==> config.mk <==
export PLATFORM = sky130hd
export DESIGN_NAME = cmd_proc_route_flat
export DESIGN_NICKNAME = d
export VERILOG_FILES = /design/src/rtl/cmd_proc_route_if.sv /design/src/rtl/cmd_proc_route.sv /design/src/flat_wrapper.sv
export SDC_FILE = /design/constraint.sdc
export NUM_CORES = 1
export LEC_CHECK = 0
export CAP_MARGIN = 10
export CORE_ASPECT_RATIO = 1.1
export CORE_MARGIN = 2
export CORE_UTILIZATION = 50
export CTS_CLUSTER_DIAMETER = 120
export DETAILED_ROUTE_END_ITERATION = 8
export PLACE_DENSITY = 0.77
export REMOVE_ABC_BUFFERS = 1
export SLEW_MARGIN = 40
export SYNTH_ARGS = -nofsm -noshare
export SYNTH_HDL_FRONTEND = slang
export SYNTH_SLANG_ARGS = --single-unit
==> constraint.sdc <==
create_clock -name clk -period 4 [get_ports clk]
set_clock_uncertainty 0.2 [all_clocks]
set_input_delay 1 -clock clk [delete_from_list [all_inputs] [get_ports clk]]
set_output_delay 1 -clock clk [all_outputs]
set_load 0.01 [all_outputs]
==> src/rtl/cmd_proc_route_if.sv <==
// Command/ID/motion signal bundle between the UART/ID-reader front end and cmd_proc_route.
interface cmd_proc_route_if #(
    parameter int unsigned ID_W  = 6,
    parameter int unsigned DEPTH = 4
);
    localparam int unsigned CW = $clog2(DEPTH) + 1;

    logic            cmd_rdy;
    logic [ID_W+1:0] cmd;
    logic            clr_cmd_rdy;
    logic            ID_vld;
    logic [ID_W-1:0] ID;
    logic            clr_ID_vld;
    logic            Ok2Move;
    logic            go;
    logic            in_transit;
    logic [ID_W-1:0] dest_ID;
    logic [CW-1:0]   q_count;
    logic            arrived;
    logic            cmd_err;
    logic            buzz;
    logic            buzz_n;

    modport master (
        output cmd_rdy, cmd, ID_vld, ID, Ok2Move,
        input  clr_cmd_rdy, clr_ID_vld, go, in_transit, dest_ID, q_count,
               arrived, cmd_err, buzz, buzz_n
    );

    modport slave (
        input  cmd_rdy, cmd, ID_vld, ID, Ok2Move,
        output clr_cmd_rdy, clr_ID_vld, go, in_transit, dest_ID, q_count,
               arrived, cmd_err, buzz, buzz_n
    );
endinterface

==> src/rtl/cmd_proc_route.sv <==
// Multi-stop route command processor: GO/ADD/STOP route FIFO, station matching,
// motion gating and complementary piezo alarm while obstructed in transit.
module cmd_proc_route #(
    parameter int unsigned ID_W     = 6,
    parameter int unsigned DEPTH    = 4,
    parameter int unsigned BUZZ_DIV = 12500
) (
    input  logic             clk,
    input  logic             rst,
    cmd_proc_route_if.slave  bus
);
    localparam int unsigned PW = $clog2(DEPTH);
    localparam int unsigned CW = PW + 1;
    localparam int unsigned DW = $clog2(BUZZ_DIV);

    localparam logic [1:0] OP_STOP = 2'b00;
    localparam logic [1:0] OP_GO   = 2'b01;
    localparam logic [1:0] OP_ADD  = 2'b10;
    localparam logic [1:0] OP_RSV  = 2'b11;

    typedef enum logic {IDLE, TRANSIT} state_e;

    state_e          state_q, state_d;
    logic [ID_W-1:0] mem_q [DEPTH];
    logic [PW-1:0]   rd_ptr_q, rd_ptr_d, wr_ptr_q, wr_ptr_d;
    logic [CW-1:0]   count_q, count_d;
    logic [ID_W-1:0] dest_q, dest_d;
    logic            arrived_q, arrived_d;
    logic            cmd_err_q, cmd_err_d;
    logic [DW-1:0]   div_q, div_d;
    logic            buzz_q, buzz_d, buzz_n_q, buzz_n_d;

    logic [1:0]      op;
    logic [ID_W-1:0] cmd_id;
    logic            is_go, is_stop, is_add, is_rsv, flush, pop, push, full;
    logic            piezo_en_c;
    logic [PW-1:0]   rd_nxt;

    assign op     = bus.cmd[ID_W+1:ID_W];
    assign cmd_id = bus.cmd[ID_W-1:0];
    assign is_go  = bus.cmd_rdy && (op == OP_GO);
    assign is_stop= bus.cmd_rdy && (op == OP_STOP);
    assign is_add = bus.cmd_rdy && (op == OP_ADD);
    assign is_rsv = bus.cmd_rdy && (op == OP_RSV);
    assign flush  = is_go || is_stop;
    assign full   = (count_q == CW'(DEPTH));
    assign rd_nxt = rd_ptr_q + PW'(1);

    // GO/STOP override a same-cycle station hit; a hit frees a slot for a same-cycle ADD
    assign pop  = bus.ID_vld && (state_q == TRANSIT) && (bus.ID == mem_q[rd_ptr_q]) && !flush;
    assign push = is_add && (!full || pop);

    // State register
    always_ff @(posedge clk or posedge rst) begin
        if (rst) state_q <= IDLE;
        else     state_q <= state_d;
    end

    // Next state follows route occupancy after this edge
    always_comb begin
        state_d = state_q;
        case (state_q)
            IDLE:    if (count_d != '0) state_d = TRANSIT;
            TRANSIT: if (count_d == '0) state_d = IDLE;
            default: state_d = IDLE;
        endcase
    end

    // Combinational handshakes and motion gating
    always_comb begin
        bus.clr_cmd_rdy = bus.cmd_rdy;
        bus.clr_ID_vld  = bus.ID_vld;
        bus.go          = (state_q == TRANSIT) && bus.Ok2Move;
        piezo_en_c      = (state_q == TRANSIT) && !bus.Ok2Move;
    end

    always_comb begin
        rd_ptr_d  = rd_ptr_q;
        wr_ptr_d  = wr_ptr_q;
        count_d   = count_q;
        dest_d    = dest_q;
        arrived_d = pop;
        cmd_err_d = is_rsv || (is_add && full && !pop);
        if (flush) begin
            rd_ptr_d = '0;
            wr_ptr_d = is_go ? PW'(1) : '0;
            count_d  = is_go ? CW'(1) : '0;
            dest_d   = is_go ? cmd_id : '0;
        end else begin
            rd_ptr_d = pop  ? rd_nxt : rd_ptr_q;
            wr_ptr_d = push ? wr_ptr_q + PW'(1) : wr_ptr_q;
            count_d  = count_q + CW'(push) - CW'(pop);
            // Head after this edge; the entry behind the head may be the one being pushed
            if (pop)
                dest_d = (count_q == CW'(1)) ? (push ? cmd_id : '0) : mem_q[rd_nxt];
            else if (push && count_q == '0)
                dest_d = cmd_id;
        end
    end

    // Piezo divider: squelched to 0/0 whenever not obstructed
    always_comb begin
        div_d    = '0;
        buzz_d   = 1'b0;
        buzz_n_d = 1'b0;
        if (piezo_en_c) begin
            if (div_q == DW'(BUZZ_DIV - 1)) begin
                div_d  = '0;
                buzz_d = !buzz_q;
            end else begin
                div_d  = div_q + DW'(1);
                buzz_d = buzz_q;
            end
            buzz_n_d = !buzz_d;
        end
    end

    always_ff @(posedge clk or posedge rst) begin
        if (rst) begin
            for (int i = 0; i < int'(DEPTH); i++) mem_q[i] <= '0;
            rd_ptr_q  <= '0;
            wr_ptr_q  <= '0;
            count_q   <= '0;
            dest_q    <= '0;
            arrived_q <= 1'b0;
            cmd_err_q <= 1'b0;
            div_q     <= '0;
            buzz_q    <= 1'b0;
            buzz_n_q  <= 1'b0;
        end else begin
            if (is_go)     mem_q[0]        <= cmd_id;
            else if (push) mem_q[wr_ptr_q] <= cmd_id;
            rd_ptr_q  <= rd_ptr_d;
            wr_ptr_q  <= wr_ptr_d;
            count_q   <= count_d;
            dest_q    <= dest_d;
            arrived_q <= arrived_d;
            cmd_err_q <= cmd_err_d;
            div_q     <= div_d;
            buzz_q    <= buzz_d;
            buzz_n_q  <= buzz_n_d;
        end
    end

    assign bus.in_transit = (state_q == TRANSIT);
    assign bus.dest_ID    = dest_q;
    assign bus.q_count    = count_q;
    assign bus.arrived    = arrived_q;
    assign bus.cmd_err    = cmd_err_q;
    assign bus.buzz       = buzz_q;
    assign bus.buzz_n     = buzz_n_q;
endmodule

==> src/flat_wrapper.sv <==
// flat-port wrapper written by rule: the top's interface ports become plain ports
module cmd_proc_route_flat 
#(
    parameter int unsigned ID_W     = 6,
    parameter int unsigned DEPTH    = 4,
    parameter int unsigned BUZZ_DIV = 12500
)
  (clk, rst, bus_cmd_rdy, bus_cmd, bus_ID_vld, bus_ID, bus_Ok2Move, bus_clr_cmd_rdy, bus_clr_ID_vld, bus_go, bus_in_transit, bus_dest_ID, bus_q_count, bus_arrived, bus_cmd_err, bus_buzz, bus_buzz_n);
  cmd_proc_route_if #(.ID_W(ID_W), .DEPTH(DEPTH)) bus_i ();
  input  logic clk;
  input  logic rst;
  input wire logic [$bits(bus_i.cmd_rdy)-1:0] bus_cmd_rdy;
  input wire logic [$bits(bus_i.cmd)-1:0] bus_cmd;
  input wire logic [$bits(bus_i.ID_vld)-1:0] bus_ID_vld;
  input wire logic [$bits(bus_i.ID)-1:0] bus_ID;
  input wire logic [$bits(bus_i.Ok2Move)-1:0] bus_Ok2Move;
  output wire logic [$bits(bus_i.clr_cmd_rdy)-1:0] bus_clr_cmd_rdy;
  output wire logic [$bits(bus_i.clr_ID_vld)-1:0] bus_clr_ID_vld;
  output wire logic [$bits(bus_i.go)-1:0] bus_go;
  output wire logic [$bits(bus_i.in_transit)-1:0] bus_in_transit;
  output wire logic [$bits(bus_i.dest_ID)-1:0] bus_dest_ID;
  output wire logic [$bits(bus_i.q_count)-1:0] bus_q_count;
  output wire logic [$bits(bus_i.arrived)-1:0] bus_arrived;
  output wire logic [$bits(bus_i.cmd_err)-1:0] bus_cmd_err;
  output wire logic [$bits(bus_i.buzz)-1:0] bus_buzz;
  output wire logic [$bits(bus_i.buzz_n)-1:0] bus_buzz_n;
  assign bus_i.cmd_rdy = bus_cmd_rdy;
  assign bus_i.cmd = bus_cmd;
  assign bus_i.ID_vld = bus_ID_vld;
  assign bus_i.ID = bus_ID;
  assign bus_i.Ok2Move = bus_Ok2Move;
  assign bus_clr_cmd_rdy = bus_i.clr_cmd_rdy;
  assign bus_clr_ID_vld = bus_i.clr_ID_vld;
  assign bus_go = bus_i.go;
  assign bus_in_transit = bus_i.in_transit;
  assign bus_dest_ID = bus_i.dest_ID;
  assign bus_q_count = bus_i.q_count;
  assign bus_arrived = bus_i.arrived;
  assign bus_cmd_err = bus_i.cmd_err;
  assign bus_buzz = bus_i.buzz;
  assign bus_buzz_n = bus_i.buzz_n;
  cmd_proc_route #(.ID_W(ID_W), .DEPTH(DEPTH), .BUZZ_DIV(BUZZ_DIV)) u_core (.clk(clk), .rst(rst), .bus(bus_i));
endmodule
* Word level (Yosys, flattened, before mapping)
Index checks and enable logic that the tools add are counted.
** Operators by class
- Add/sub/neg operators :: 5
- Order comparisons :: 4
- Equality and inequality tests :: 7
- Multiplexer cells :: 33
- Bitwise operators :: 5
- Reduce and logical (&&, ||, !) cells :: 32
** Operator list (count)
- two-way mux 6 bit :: 12
- two-way mux 14 bit :: 2
- binary-select mux 6 bit (select 2 bit) :: 2
- bitwise mux 24 bit :: 1
- two-way mux 24 bit :: 1
- adder 14 x 1 -> 14 bit, second input constant :: 1
- equality test 14 bit, second input constant :: 1
- logical AND 1 bit :: 14
- demux 6 bit (select 2 bit) :: 1
- greater-or-equal comparator 3 bit, second input constant :: 3
- inverter 2 -> 3 bit :: 3
- two-way mux 1 bit :: 8
- two-way mux 2 bit :: 4
- equality test 6 bit :: 1
- logical NOT 1 bit :: 6
- logical NOT 3 bit :: 2
- nonzero test 2 bit :: 3
- nonzero test 3 bit :: 2
- adder 2 x 1 -> 2 bit, second input constant :: 2
- equality test 2 bit, second input constant :: 2
- adder 3 x 1 -> 3 bit :: 1
- equality test 3 x 1 -> 1 bit, second input constant :: 1
- equality test 3 bit, second input constant :: 1
- logical OR 1 bit :: 3
- 8 further kinds :: 9
** Word-level totals
- Bits in registers :: 56

* Logic depth before layout (Yosys ltp)
- Depth in word-level cells :: 15
- Depth in mapped cells :: 17
- Depth with buffers taken out :: 14

* Worst setup path after synthesis
OpenSTA, ideal clock, no wires.
- Path type :: input port to flip-flop
- Start point :: in bus_ID[1]
- End point :: reg u_core.state_q (netlist: u_core.bus.in_transit)
- Library setup time :: 0.131 ns
- Arrival time :: 3.360 ns
- Setup slack :: 0.308 ns
- Stages :: 14
- Path buffers :: 1
- Cells stage by stage :: xnor2_1 -> nor3b_1 -> o2111ai_1 -> buf_2 -> nor2_1 -> ha_1 -> inv_1 -> ha_1 -> inv_1 -> fa_1 -> xor2_1 -> xnor2_1 -> nor2_1 -> or3_1
** On the way
- Cells in the longest elaborated chain, start to end :: 11
- Elaborated cells between the ends (all ways) :: 13
- Classes of those cells :: add/sub: 2; eq/ne: 1; mux: 4; reduce/logical: 6
** RTL lines
- start: declaration :: RTL line flat_wrapper.sv:15 : input wire logic [$bits(bus_i.ID)-1:0] bus_ID;
- equality test 6 bit * :: RTL line cmd_proc_route.sv:50 : assign pop = bus.ID_vld && (state_q == TRANSIT) && (bus.ID == mem_q[rd_ptr_q]) && !flush;
- logical AND 1 bit * (2 in a row) :: RTL line cmd_proc_route.sv:50
- via u_core.arrived_d :: RTL line cmd_proc_route.sv:28 : logic arrived_q, arrived_d;
- logical OR 1 bit :: RTL line cmd_proc_route.sv:51 : assign push = is_add && (!full || pop);
- logical AND 1 bit :: RTL line cmd_proc_route.sv:51
- adder 3 x 1 -> 3 bit :: RTL line cmd_proc_route.sv:92 : count_d = count_q + CW'(push) - CW'(pop);
- subtractor 3 x 1 -> 3 bit * :: RTL line cmd_proc_route.sv:92
- two-way mux 3 bit * :: RTL line cmd_proc_route.sv:84 : if (flush) begin
- via u_core.count_d[2] :: RTL line cmd_proc_route.sv:26 : logic [CW-1:0] count_q, count_d;
- logical NOT 3 bit / nonzero test 3 bit (equally long branches) :: RTL line cmd_proc_route.sv:64, cmd_proc_route.sv:63
- two-way mux 1 bit, on equally long branches :: RTL line cmd_proc_route.sv:64, cmd_proc_route.sv:63
- one-hot mux 1 bit (2 select lines) * :: RTL line cmd_proc_route.sv:62 : case (state_q)
- via u_core.state_d :: RTL line cmd_proc_route.sv:23 : state_e state_q, state_d;
- end signal: assignment :: RTL line cmd_proc_route.sv:56 : else state_q <= state_d;
- end: declaration :: RTL line cmd_proc_route.sv:23
Mark *: on every way through the listed nets, which the timed path passes. The rest lies on a longest branch.
A chain may end at the register's enable or synchronous reset.

* Worst setup path after layout
- Start point :: in bus_ID[2]
- End point :: reg u_core.state_q (netlist: u_core.bus.in_transit)
The elaborated chain is that of the path after synthesis.

==> impl_metrics.csv <==
group,metric,value,unit
layout,antenna_cells,0,
power_and_ir_drop,p_seq_share,46.9,%
global_routing,grt_pass1_wl,10600,µm
sta,finalSetupTns,0,ns
detailed_routing,wl_per_cell,15.3,µm
synthesis,yosysWarningCount,0,
synthesis,synth_commonest_cells,"56 x dfrtp_1, 32 x nor2_1, 20 x mux2_2",
worst_setup_path,crit_slowest_cell,"clkdlybuf4s50_1",
layout,synthToLayoutAreaGrowth,19.1,%
flow_run,cap_violations,0,
global_routing,grt_max_degree,57,
detailed_routing,drt_iter0_drc,121,
clock_tree,htreeDepth,2,
clock_tree,hold_buffers,0,
clock_tree,cts_max_path_buffers,2,
worst_setup_path,worstPathRequired,3.98,ns
worst_hold_path,hp-class,"reg2reg",
layout,final_net_count,346,
sta,slew_headroom,53.2,%
clock_tree,cts_sinks,56,
detailed_routing,via_count,2212,
floorplan,die-width,78.7,µm
detailed_routing,first_pass_iters,6,
clock_tree,clkLatencyLatePin,0.31,ns
layout,stdcell_area,0.00366,mm²
power_and_ir_drop,swShare,32.3,%
power_and_ir_drop,ir_drop,301,µV
synthesis,postSynthCellCount,274,
clock_tree,cts_root_buffer,"clkbuf_8",
synthesis,ys.flop_type,"dfrtp_1",
placement,dpl-instance-area,0.00355,mm²
detailed_routing,vias_per_cell,5.57,
synthesis,syn_area_per_cell,11.2,µm²
floorplan,die_area,0.00679,mm²
run_status,status,"completed",
clock_tree,cts-resized-gates,0,
clock_tree,clk_pin_slew,0.09,ns
sta,fmax,263,MHz
synthesis,synth_top_area_share,45.6,%
sta,final.period_utilization,95.0,%
synthesis,synth-edff-count,0,
synthesis,async_flop_share,100,%
floorplan,core_area,0.00584,mm²
detailed_routing,antenna_left,0,
floorplan,ios,36,
floorplan,dieHeight,86.2,µm
synthesis,synth-seq-area-share,45.6,%
power_and_ir_drop,pwr-share-clk,17.5,%
worst_setup_path,critPathMaxStageDelay,0.46,ns
placement,hpwl,4480,µm
synthesis,synth.most_common_cell,"dfrtp_1",
sta,worst-slew-pin-transition,0.702,ns
synthesis,ys_ff_latch,56,
worst_setup_path,crit_arrival,3.78,ns
power_and_ir_drop,p_leak,1.59,nW
sta,rsz0062_at_grt,"no",
detailed_routing,drt_drc_violations_left,0,
placement,gp_congestion,0.850,
detailed_routing,wirelength,6080,µm
synthesis,yosysTopAreaCell,"dfrtp_1",
clock_tree,cts_buffers,5,
worst_setup_path,cp_max_fo,2,
power_and_ir_drop,p_sw,0.570,mW
clock_tree,cts_tree,"done",
worst_setup_path,worstSetupPathType,"in2reg",
worst_setup_path,end_kind,"flip-flop",
sta,slew_violations,0,
sta,setup_violations,0,
sta,whs,0.292,ns
sta,period_needed,3.80,ns
global_routing,grt_pass1_vias,2314,
power_and_ir_drop,p_int,1.20,mW
layout,final-instance-count-excl-fill,397,
synthesis,yosysUniqueCellTypes,42,
worst_setup_path,start_kind,"input pin",
global_routing,antenna_found_initial,0,
synthesis,synth_area_leaders,"dfrtp_1 46%, mux2_2 7.3%, mux4_2 4.4%",
worst_setup_path,cp_cell_sequence,"clkdlybuf4s50_1 -> xnor2_1 -> nor3b_2 -> o2111ai_1 -> nor2_1 -> ha_1 -> inv_1 -> ha_1 -> inv_1 -> fa_1 -> xor2_1 -> xnor2_1 -> nor2_1 -> or3_1",
synthesis,syn-cell-area,0.00307,mm²
global_routing,track_usage,20.0,%
placement,placed_cells,389,
global_routing,gr-total-overflow,0,
placement,port_buffers,35,
floorplan,initial_utilization,52.6,%
clock_tree,post_cts_buffers,0,
layout,drive_gt1_share,16.9,%
power_and_ir_drop,power_frac_comb,35.6,%
power_and_ir_drop,power_density,483,mW/mm²
sta,hold_viol,0,
power_and_ir_drop,finalPower,1.77,mW
floorplan,rows,29,
-- power by group through the flow --
stage	logic [mW]	clock network [mW]	registers [mW]
2_1_floorplan	0.418	0	0.821
3_3_place_gp	0.612	0	0.828
3_5_place_dp	0.624	0	0.840
4_1_cts	0.630	0.321	0.828
5_1_grt	0.697	0.346	0.851
6_report	0.629	0.310	0.829
-- final timing paths --
path                                                           to  slack (ns)                            from  cells after the start
worst max-delay path              u_core.bus.in_transit$_DFF_PP0_        0.20                       bus_ID[2]                     14
worst min-delay path                    u_core.div_q[0]$_DFF_PP0_        0.29       u_core.div_q[0]$_DFF_PP0_                      1
worst max register to register    u_core.bus.in_transit$_DFF_PP0_        0.26  u_core.rd_ptr_q[1]$_DFFE_PP0P_                     15
worst min register to register          u_core.div_q[0]$_DFF_PP0_        0.29       u_core.div_q[0]$_DFF_PP0_                      1
max in group asynchronous       u_core.bus.dest_ID[5]$_DFFE_PP0P_        2.14                             rst                      3
min in group asynchronous              u_core.div_q[13]$_DFF_PP0_        0.99                             rst                      3
-- state kept, by name, summed over array words and instances, names as in the netlist --
signal	flops
u_core.bus.in_transit	1
u_core.bus.buzz_n	1
u_core.bus.cmd_err	1
u_core.div_q	14
u_core.bus.q_count	3
u_core.bus.buzz	1
u_core.mem_q	24
u_core.bus.dest_ID	6
u_core.wr_ptr_q	2
u_core.rd_ptr_q	2
u_core.bus.arrived	1
-- per-layer routing --
layer	vias to the layer above	GRT usage (%)	wire length (µm)
met3	17	4.38	284
li1	1053	-	-
met4	0	8.13	189
met5	-	0	0
met1	1082	25.3	2700
met2	60	33.6	2910
-- logic make-up (layout without fill, tap and decap cells) --
kind of cell / Yosys count / after routing / synth area share [%]
and+or+nand+nor: 94 / 94 / 14.5
DFF: 56 / 56 / 45.6
muxes: 40 / 40 / 16.5
AOI/OAI and AO/OA: 29 / 29 / 9.04
xor gates and xnor gates: 26 / 26 / 7.41
buffers and inverters: 21 / 67 / 3.38
adders and majority gates: 8 / 8 / 3.50
-- placed cells by master (no fill, tap or decap), types with 3 or more instances in the layout --
cell type / netlist / final
mux2_1: 6 / 6
dfrtp_1: 56 / 56
inv_1: 11 / 10
mux2_2: 20 / 20
nand2b_1: 4 / 4
mux2i_1: 8 / 8
nor2b_1: 4 / 4
clkbuf_8: 0 / 6
nor3_1: 8 / 7
and3_1: 9 / 9
nand3_1: 10 / 10
xor2_1: 13 / 13
xnor2_1: 13 / 13
clkdlybuf4s50_1: 0 / 35
a32oi_1: 3 / 3
a21oi_1: 3 / 3
o211ai_4: 3 / 3
buf_4: 4 / 13
a22oi_1: 4 / 4
nand2_1: 17 / 17
ha_1: 7 / 7
mux4_2: 6 / 6
nor2_1: 32 / 32
a211o_1: 6 / 6
-- worst max-delay path: cells and delay by family --
kind,cells,cell delay (ns)
and+or+nand+nor,4,0.56
xor gates and xnor gates,3,0.58
adders and majority gates,3,0.79
AOI/OAI and AO/OA,1,0.29
buffers and inverters,3,0.57
-- area by class of cell --
class                   count  area [µm²]
inverters                  11        41.3
clock inverters             1        7.51
flip-flops and latches     56        1400
multi-input cells         197        1580
repair buffers             48         448
clock buffers               7        86.3
well taps                  77        96.3
fillers                   468        2180
-- per-stage QoR --
step	setup WS, ns	utilization, %
2_1_floorplan	0.00588	-
3_3_place_gp	-0.0979	60.8
3_5_place_dp	-0.131	60.8
4_1_cts	0.141	62.5
5_1_grt	0.0302	62.6
6_report	0.200	62.6
Note: power is estimated with default switching activity, not from simulation.
